## config.mk

```make
export PLATFORM = sky130hd
export DESIGN_NAME = board_controller
export DESIGN_NICKNAME = d
export VERILOG_FILES = /design/src/rtl/board_controller_pkg.sv /design/src/rtl/lfsr16.sv /design/src/rtl/board_controller.sv
export SDC_FILE = /design/constraint.sdc
export NUM_CORES = 1
export LEC_CHECK = 0
export ABC_AREA = 1
export CORE_MARGIN = 5
export CORE_UTILIZATION = 50
export DETAILED_ROUTE_END_ITERATION = 8
export PLACE_DENSITY = 0.72
export SYNTH_ARGS = -nofsm -noshare
export SYNTH_HDL_FRONTEND = slang
export SYNTH_HIERARCHICAL = 1
export SYNTH_SLANG_ARGS = --single-unit
```

## constraint.sdc

```tcl
create_clock -name clk -period 2.8 [get_ports clk]
set_input_delay 0.28 -clock clk [delete_from_list [all_inputs] [get_ports clk]]
set_output_delay 0.28 -clock clk [all_outputs]
set_load 0.005 [all_outputs]
```

## src/rtl/board_controller_pkg.sv

```systemverilog
// Shared types and constants for the lights-out style board controller.
package board_controller_pkg;

    typedef enum logic [1:0] {
        ST_SCRAMBLE = 2'd0,
        ST_SETTLE   = 2'd1,
        ST_PLAY     = 2'd2,
        ST_WON      = 2'd3
    } state_e;

    localparam logic [15:0] LFSR_SEED = 16'hACE1;
    // Right-shifting Fibonacci form of x^16+x^14+x^13+x^11+1: feedback from bits 0,2,3,5.
    localparam logic [15:0] LFSR_TAPS = 16'h002D;
    localparam int unsigned SCRAMBLE_LEN_DEFAULT = 32;
    localparam logic [9:0]  MOVE_MAX = 10'd1023;

endpackage

```

## src/rtl/lfsr16.sv

```systemverilog
// Free-running 16-bit Fibonacci LFSR; q[0] is the output bit used for scrambling.
module lfsr16
    import board_controller_pkg::*;
(
    input  logic        clk,
    input  logic        reset,
    output logic [15:0] q
);

    logic [15:0] lfsr_q;
    logic [15:0] lfsr_d;

    assign lfsr_d = {^(lfsr_q & LFSR_TAPS), lfsr_q[15:1]};

    always_ff @(posedge clk) begin
        if (reset) begin
            lfsr_q <= LFSR_SEED;
        end else begin
            lfsr_q <= lfsr_d;
        end
    end

    assign q = lfsr_q;

endmodule

```

## src/rtl/board_controller.sv

```systemverilog
// Game controller: scrambles the board, then moves a cursor and toggles 3-cell groups until a win.
//   state    | meaning
//   SCRAMBLE | shift LFSR bits into the board for ScrambleLen cycles
//   SETTLE   | one cycle to let win_in reflect the scrambled board
//   PLAY     | cursor moves and toggles accepted
//   WON      | board frozen; toggle starts a new game
module board_controller
    import board_controller_pkg::*;
#(
    parameter int NumberOfBits = 31,
    parameter int ScrambleLen  = SCRAMBLE_LEN_DEFAULT
) (
    input  logic                  clk,
    input  logic                  reset,
    input  logic                  btn_left,
    input  logic                  btn_right,
    input  logic                  btn_toggle,
    input  logic                  win_in,
    output logic [NumberOfBits:0] ScreenValues,
    output logic [4:0]            cursor,
    output logic [9:0]            move_count,
    output logic                  playing
);

    localparam int CNT_W = $clog2(ScrambleLen + 1);
    localparam logic [CNT_W-1:0] SCR_LAST = CNT_W'(ScrambleLen - 1);

    state_e                  state_q, state_d;
    logic [NumberOfBits:0]   board_q, board_d;
    logic [4:0]              cursor_q, cursor_d;
    logic [9:0]              moves_q, moves_d;
    logic [CNT_W-1:0]        scr_cnt_q, scr_cnt_d;
    logic                    playing_q;
    logic [2:0]              btn_prev_q;

    logic [15:0]             lfsr;
    logic                    unused_lfsr;
    logic                    ev_toggle, ev_right, ev_left;
    logic [4:0]              cursor_inc, cursor_dec;
    logic [NumberOfBits:0]   flip_mask;

    lfsr16 u_lfsr (
        .clk   (clk),
        .reset (reset),
        .q     (lfsr)
    );

    assign unused_lfsr = ^lfsr[15:1];

    // Priority toggle > right > left; lower events in the same cycle are dropped.
    assign ev_toggle = btn_toggle & ~btn_prev_q[2];
    assign ev_right  = btn_right  & ~btn_prev_q[1] & ~ev_toggle;
    assign ev_left   = btn_left   & ~btn_prev_q[0] & ~ev_toggle & ~ev_right;

    assign cursor_inc = cursor_q + 5'd1;
    assign cursor_dec = cursor_q - 5'd1;

    always_comb begin
        flip_mask             = '0;
        flip_mask[cursor_q]   = 1'b1;
        flip_mask[cursor_inc] = 1'b1;
        flip_mask[cursor_dec] = 1'b1;
    end

    always_comb begin
        state_d   = state_q;
        board_d   = board_q;
        cursor_d  = cursor_q;
        moves_d   = moves_q;
        scr_cnt_d = scr_cnt_q;

        case (state_q)
            ST_SCRAMBLE: begin
                board_d = {board_q[NumberOfBits-1:0], lfsr[0]};
                if (scr_cnt_q == SCR_LAST) begin
                    scr_cnt_d = '0;
                    state_d   = ST_SETTLE;
                end else begin
                    scr_cnt_d = scr_cnt_q + CNT_W'(1);
                end
            end
            ST_SETTLE: begin
                scr_cnt_d = '0;
                state_d   = win_in ? ST_SCRAMBLE : ST_PLAY;
            end
            ST_PLAY: begin
                if (ev_toggle) begin
                    board_d = board_q ^ flip_mask;
                    if (moves_q != MOVE_MAX) begin
                        moves_d = moves_q + 10'd1;
                    end
                end else if (ev_right) begin
                    cursor_d = cursor_inc;
                end else if (ev_left) begin
                    cursor_d = cursor_dec;
                end
                if (win_in) begin
                    state_d = ST_WON;
                end
            end
            ST_WON: begin
                if (ev_toggle) begin
                    state_d   = ST_SCRAMBLE;
                    moves_d   = '0;
                    cursor_d  = '0;
                    scr_cnt_d = '0;
                end
            end
            default: begin
                state_d   = ST_SCRAMBLE;
                scr_cnt_d = '0;
            end
        endcase
    end

    always_ff @(posedge clk) begin
        if (reset) begin
            state_q    <= ST_SCRAMBLE;
            board_q    <= '0;
            cursor_q   <= '0;
            moves_q    <= '0;
            scr_cnt_q  <= '0;
            playing_q  <= 1'b0;
            btn_prev_q <= '0;
        end else begin
            state_q    <= state_d;
            board_q    <= board_d;
            cursor_q   <= cursor_d;
            moves_q    <= moves_d;
            scr_cnt_q  <= scr_cnt_d;
            playing_q  <= (state_d == ST_PLAY);
            btn_prev_q <= {btn_toggle, btn_right, btn_left};
        end
    end

    assign ScreenValues = board_q;
    assign cursor       = cursor_q;
    assign move_count   = moves_q;
    assign playing      = playing_q;

endmodule

```

== After elaboration in Yosys (flattened, before gate mapping) ==
Cells that the tools add are included.
Storage, ports and cells
  flip-flop bits (word level): 75
  bits of input ports: 6
  output and inout bits: 48
  word-level logic and storage cells: 80
Operators by class
  add/sub/neg operators: 4
  magnitude comparators: 6
  equal/unequal tests: 11
  multiplexer cells: 25
  bitwise gates (word level): 14
  reductions and logical operators: 12
Operators by type and width (count)
  bitwise OR 32 bit: 2
  case mux 32 bit (2 select lines): 1
  2-to-1 mux 32 bit: 1
  bitwise XOR 32 bit: 1
  2-to-1 mux 10 bit: 3
  2-to-1 mux 5 bit: 4
  case mux 10 bit (2 select lines): 1
  less-than comparator 5 x 6 -> 1 bit, second input constant: 3
  case mux 6 bit (3 select lines): 1
  parity 16 bit: 1
  demux 1 bit (select 5 bit): 3
  greater-or-equal comparator 5 x 1 -> 1 bit, second input constant: 3
  2-to-1 mux 6 bit: 2
  adder 10 x 1 -> 10 bit, second input constant: 1
  != test 10 bit, second input constant: 1
  case mux 5 bit (2 select lines): 1
  2-to-1 mux 2 bit: 4
  != test 2 bit, second input constant: 4
  case mux 2 bit (4 select lines): 1
  AND reduction 4 bit: 2
  adder 6 x 1 -> 6 bit, second input constant: 1
  AND 1 bit: 6
  equality test 2 bit, second input constant: 3
  equality test 6 x 5 -> 1 bit, second input constant: 1
  other kinds (11): 21

== Longest topological paths before layout ==
  word-level depth: 10
  depth in mapped cells: 15
  depth with buffers taken out: 14

== Cells and area by module ==
The synthesis kept the hierarchy.
By module, submodules not included
  board_controller: instances 1, cells each 713, area each 4356.7 sq um, sequential area each 1181.1 sq um
  lfsr16: instances 1, cells each 72, area each 613.1 sq um, sequential area each 320.3 sq um

== Least setup slack after synthesis ==
OpenSTA, ideal clock, no wires.
  path kind: register to register
  start point: register cursor_q[0], in the netlist cursor[0]
  end point: register board_q[26], in the netlist ScreenValues[26]
  setup time: 132 ps
  data arrival time: 1900 ps
  required time: 2668 ps
  slack: 768 ps
  cell stages (with the launch flop): 15
  path buffers: 2
  period minus slack after synthesis: 2032 ps
  cell sequence: dfxtp_1 > inv_1 > ha_1 > clkbuf_2 > inv_1 > nor2_4 > nand2_1 > nand2_1 > nand2_1 > buf_2 > nand4_1 > nand4_1 > nand3_1 > nand2_1 > a21oi_2
Between the ends
  word-level cells in the longest chain between the ends: 10
  elaborated cells on any way between the ends: 22
  classes of those cells: add/sub: 2; order compare: 6; mux: 8; bitwise: 3; reduce/logical: 3
RTL lines
  from (decl): line board_controller.sv:30  | logic [4:0] cursor_q, cursor_d;
  from (signal assigned): line board_controller.sv:128  | cursor_q <= cursor_d;
  adder 5 x 1 -> 5 bit: line board_controller.sv:55  | assign cursor_inc = cursor_q + 5'd1;
  less-than comparator 5 x 6 -> 1 bit (not written as such) / greater-or-equal comparator 5 x 1 -> 1 bit (equally long branches): line board_controller.sv:61  | flip_mask[cursor_inc] = 1'b1;
  logical AND 1 bit (not written as such): line board_controller.sv:61
  2-to-1 mux 1 bit (not written as such): line board_controller.sv:61
  demux 1 bit (select 5 bit): line board_controller.sv:61
  bitwise OR 32 bit (no line)
  bitwise OR 32 bit (no line) *
  bitwise XOR 32 bit *: line board_controller.sv:88  | board_d = board_q ^ flip_mask;
  2-to-1 mux 32 bit *: line board_controller.sv:87  | if (ev_toggle) begin
  case mux 32 bit (2 select lines) *: line board_controller.sv:72  | case (state_q)
  to (signal assigned): line board_controller.sv:127  | board_q <= board_d;
  to (decl): line board_controller.sv:29  | logic [NumberOfBits:0] board_q, board_d;
Mark *: on every way between the ends. The rest lies on a longest branch, timed or not. The select of a mux whose other input is x is not followed.
A chain may end at the register's enable or synchronous reset.

== Worst setup path after layout ==
  start point: register cursor_q[0], in the netlist cursor[0]
  end point: register board_q[0], in the netlist ScreenValues[0]
The elaborated chain is that of the path after synthesis.

==> out/metrics.yaml <==
status: "finished, final reports clean"
rr_endpoint: "ScreenValues[0]"
grt_max_degree: 43
insertion_delay_ns: 0.36
clock-sinks: 75
numCtsBuffers: 9
ir_worst_vdd_v: 0.000397
root_buffer: "clkbuf_8"
postSynthCellCount: 770
rows: 36
die_area_sq_um: 11800
ioPinCount: 54
wirelength_um: 14000
place.gp.congestion: 0.958
worst_ep_required_time_ns: 3.03
busiest_layer: "met2"
syn_to_final_growth_pct: 15.4
syn-cell-area_sq_um: 4860
clock_path_buffers: 2
worst_pin_slew_ns: 0.734
dp_cells: 923
antenna_cells: 0
die_height_um: 109
leakagePower_nw: 2.15
holdPathEnd: "btn_prev_q[1]"
drive_gt1_frac: 0.0720
rsz0062_at_grt: "no"
clkTransAtPathRegs_ns: 0.09
pre_cts_slack_ns: 0.251
stdcell_count: 939
use_met1: 0.309
grt_use_met3: 0.0424
die_w_um: 109
relSlewSlack: 0.511
antenna_left: 0
nFillCells: 994
swShare: 0.436
cp_data_arrival_time_ns: 2.76
fin_ws_ns: 0.271
dpl_cell_area_sq_um: 5420
drc_errors: 0
wl_per_cell_um: 14.9
ff2ff_setup_slack_ns: 0.27
track_usage: 0.243
combinationalPowerShare: 0.472
drt_iter0_drc: 407
critPathLaunchType: "register"
use_met2: 0.414
syn_nets: 785
finalHoldViolations: 0
setup_viol: 0
hold_path_class: "primary input to register"
grt_antenna_before_repair: 0
initial_core_util: 0.504
cts_resized: 0
final_nets: 816
clkPwrFrac: 0.183
grt_pass1_wl_um: 22800
seq_power_share: 0.345
fin_skew_ns: 0.00974
maxCapViolations: 0
synth_area_per_cell_sq_um: 6.31
r2r_cells: 11
internal-power_mw: 2.44
ys_warn_count: 6
grt_overflow: 0
crit_type: "register to register"
first_global_vias: 4704
cts_setup_buffers: 0
net-switching-power_mw: 1.89
rr_startpoint: "cursor[0]"
dr_total_vias: 5129
critPathCaptureType: "register"
clock.fmax_ghz: 0.395
io_buffers: 53
tns_ns: 0
dp_hpwl_um: 9850
core-area_sq_um: 9640
worstPathMaxFanout: 15
slew_violations: 0
fin_crit_ns: 2.53
firstDrtPassIters: 4
final_area_sq_um: 5610
power_density_nw_per_um2: 772
vias_per_cell: 5.46
hold_buffers: 0
min_delay_path_depth: 2
hold_path.startpoint: "reset"
htreeDepth: 3
power.total_mw: 4.33
cts_tree: "yes"
post-route-period-util: 0.903
==> registers in the layout, indices dropped and copies added (netlist names) <==
name	cells
ScreenValues	32
btn_prev_q	3
cursor	5
move_count	10
playing	1
scr_cnt_q	6
state_q	2
u_lfsr/q	16
==> routing by layer <==
metal	wire, um	part of all wire	vias to the layer above
met5	0	0	-
met1	6220	0.44	2334
li1	-	-	2606
met3	861	0.061	27
met4	330	0.024	0
met2	6600	0.47	162
==> through the flow <==
stage | utilization | hold WS, ns
finish | 0.582 | 0.387
global route | 0.582 | 0.413
CTS | 0.581 | 0.389
detailed placement | 0.562 | 0.390
global placement | 0.562 | 0.386
floorplan | - | 0.380
==> placed cells by master (no fill, tap or decap), types with 6 or more instances in the layout <==
cell	count
clkdlybuf4s50_1	52
a211oi_1	6
nor3_1	7
nand2_2	6
a21oi_2	6
a21oi_1	71
or2_1	7
nand4_1	65
inv_1	85
clkbuf_8	9
buf_4	10
nand2_1	205
o21ai_0	11
nor2_1	50
dfxtp_1	75
ha_1	9
nand3_1	86
==> critical path, stage by stage (launching register included) <==
cell and delay [ns]:
dfxtp_1 0.49, inv_1 0.22, ha_1 0.26, buf_4 0.20
nand3_1 0.10, nand2_1 0.31, nor2_1 0.28, nand3_1 0.14
nand3_1 0.12, nand3_1 0.12, nand2_1 0.09, a21oi_1 0.05
==> how the worst max path moves through the flow <==
stage          slack (ns)       from  cells past startpoint               end
6_report             0.27  cursor[0]                     11   ScreenValues[0]
2_1_floorplan        0.77  cursor[0]                     14  ScreenValues[26]
3_5_place_dp         0.25  cursor[0]                     11  ScreenValues[11]
4_1_cts              0.23  cursor[0]                     10  ScreenValues[11]
3_3_place_gp         0.35  cursor[0]                     11  ScreenValues[19]
5_1_grt              0.11  cursor[0]                     10   ScreenValues[3]
==> power by group through the flow <==
stage               Clock, mW  Combinational [mW]  Sequential, mW
floorplan                   0                1.35            1.48
global placement            0                2.01            1.51
detailed placement          0                2.02            1.52
CTS                     0.814                2.04            1.49
global route            0.863                2.26            1.53
finish                  0.792                2.04            1.49
==> final cells by class <==
cell class	count	area, sq um	share of cell area
clock inverters	7	61.3	0.0109
flip-flops and latches	75	1500	0.268
inverters	91	343	0.0612
well taps	133	166	0.0297
repair buffers	64	621	0.111
multi-input cells	560	2790	0.498
clock buffers	9	124	0.0221
Note: power is estimated with default switching activity, not from simulation.
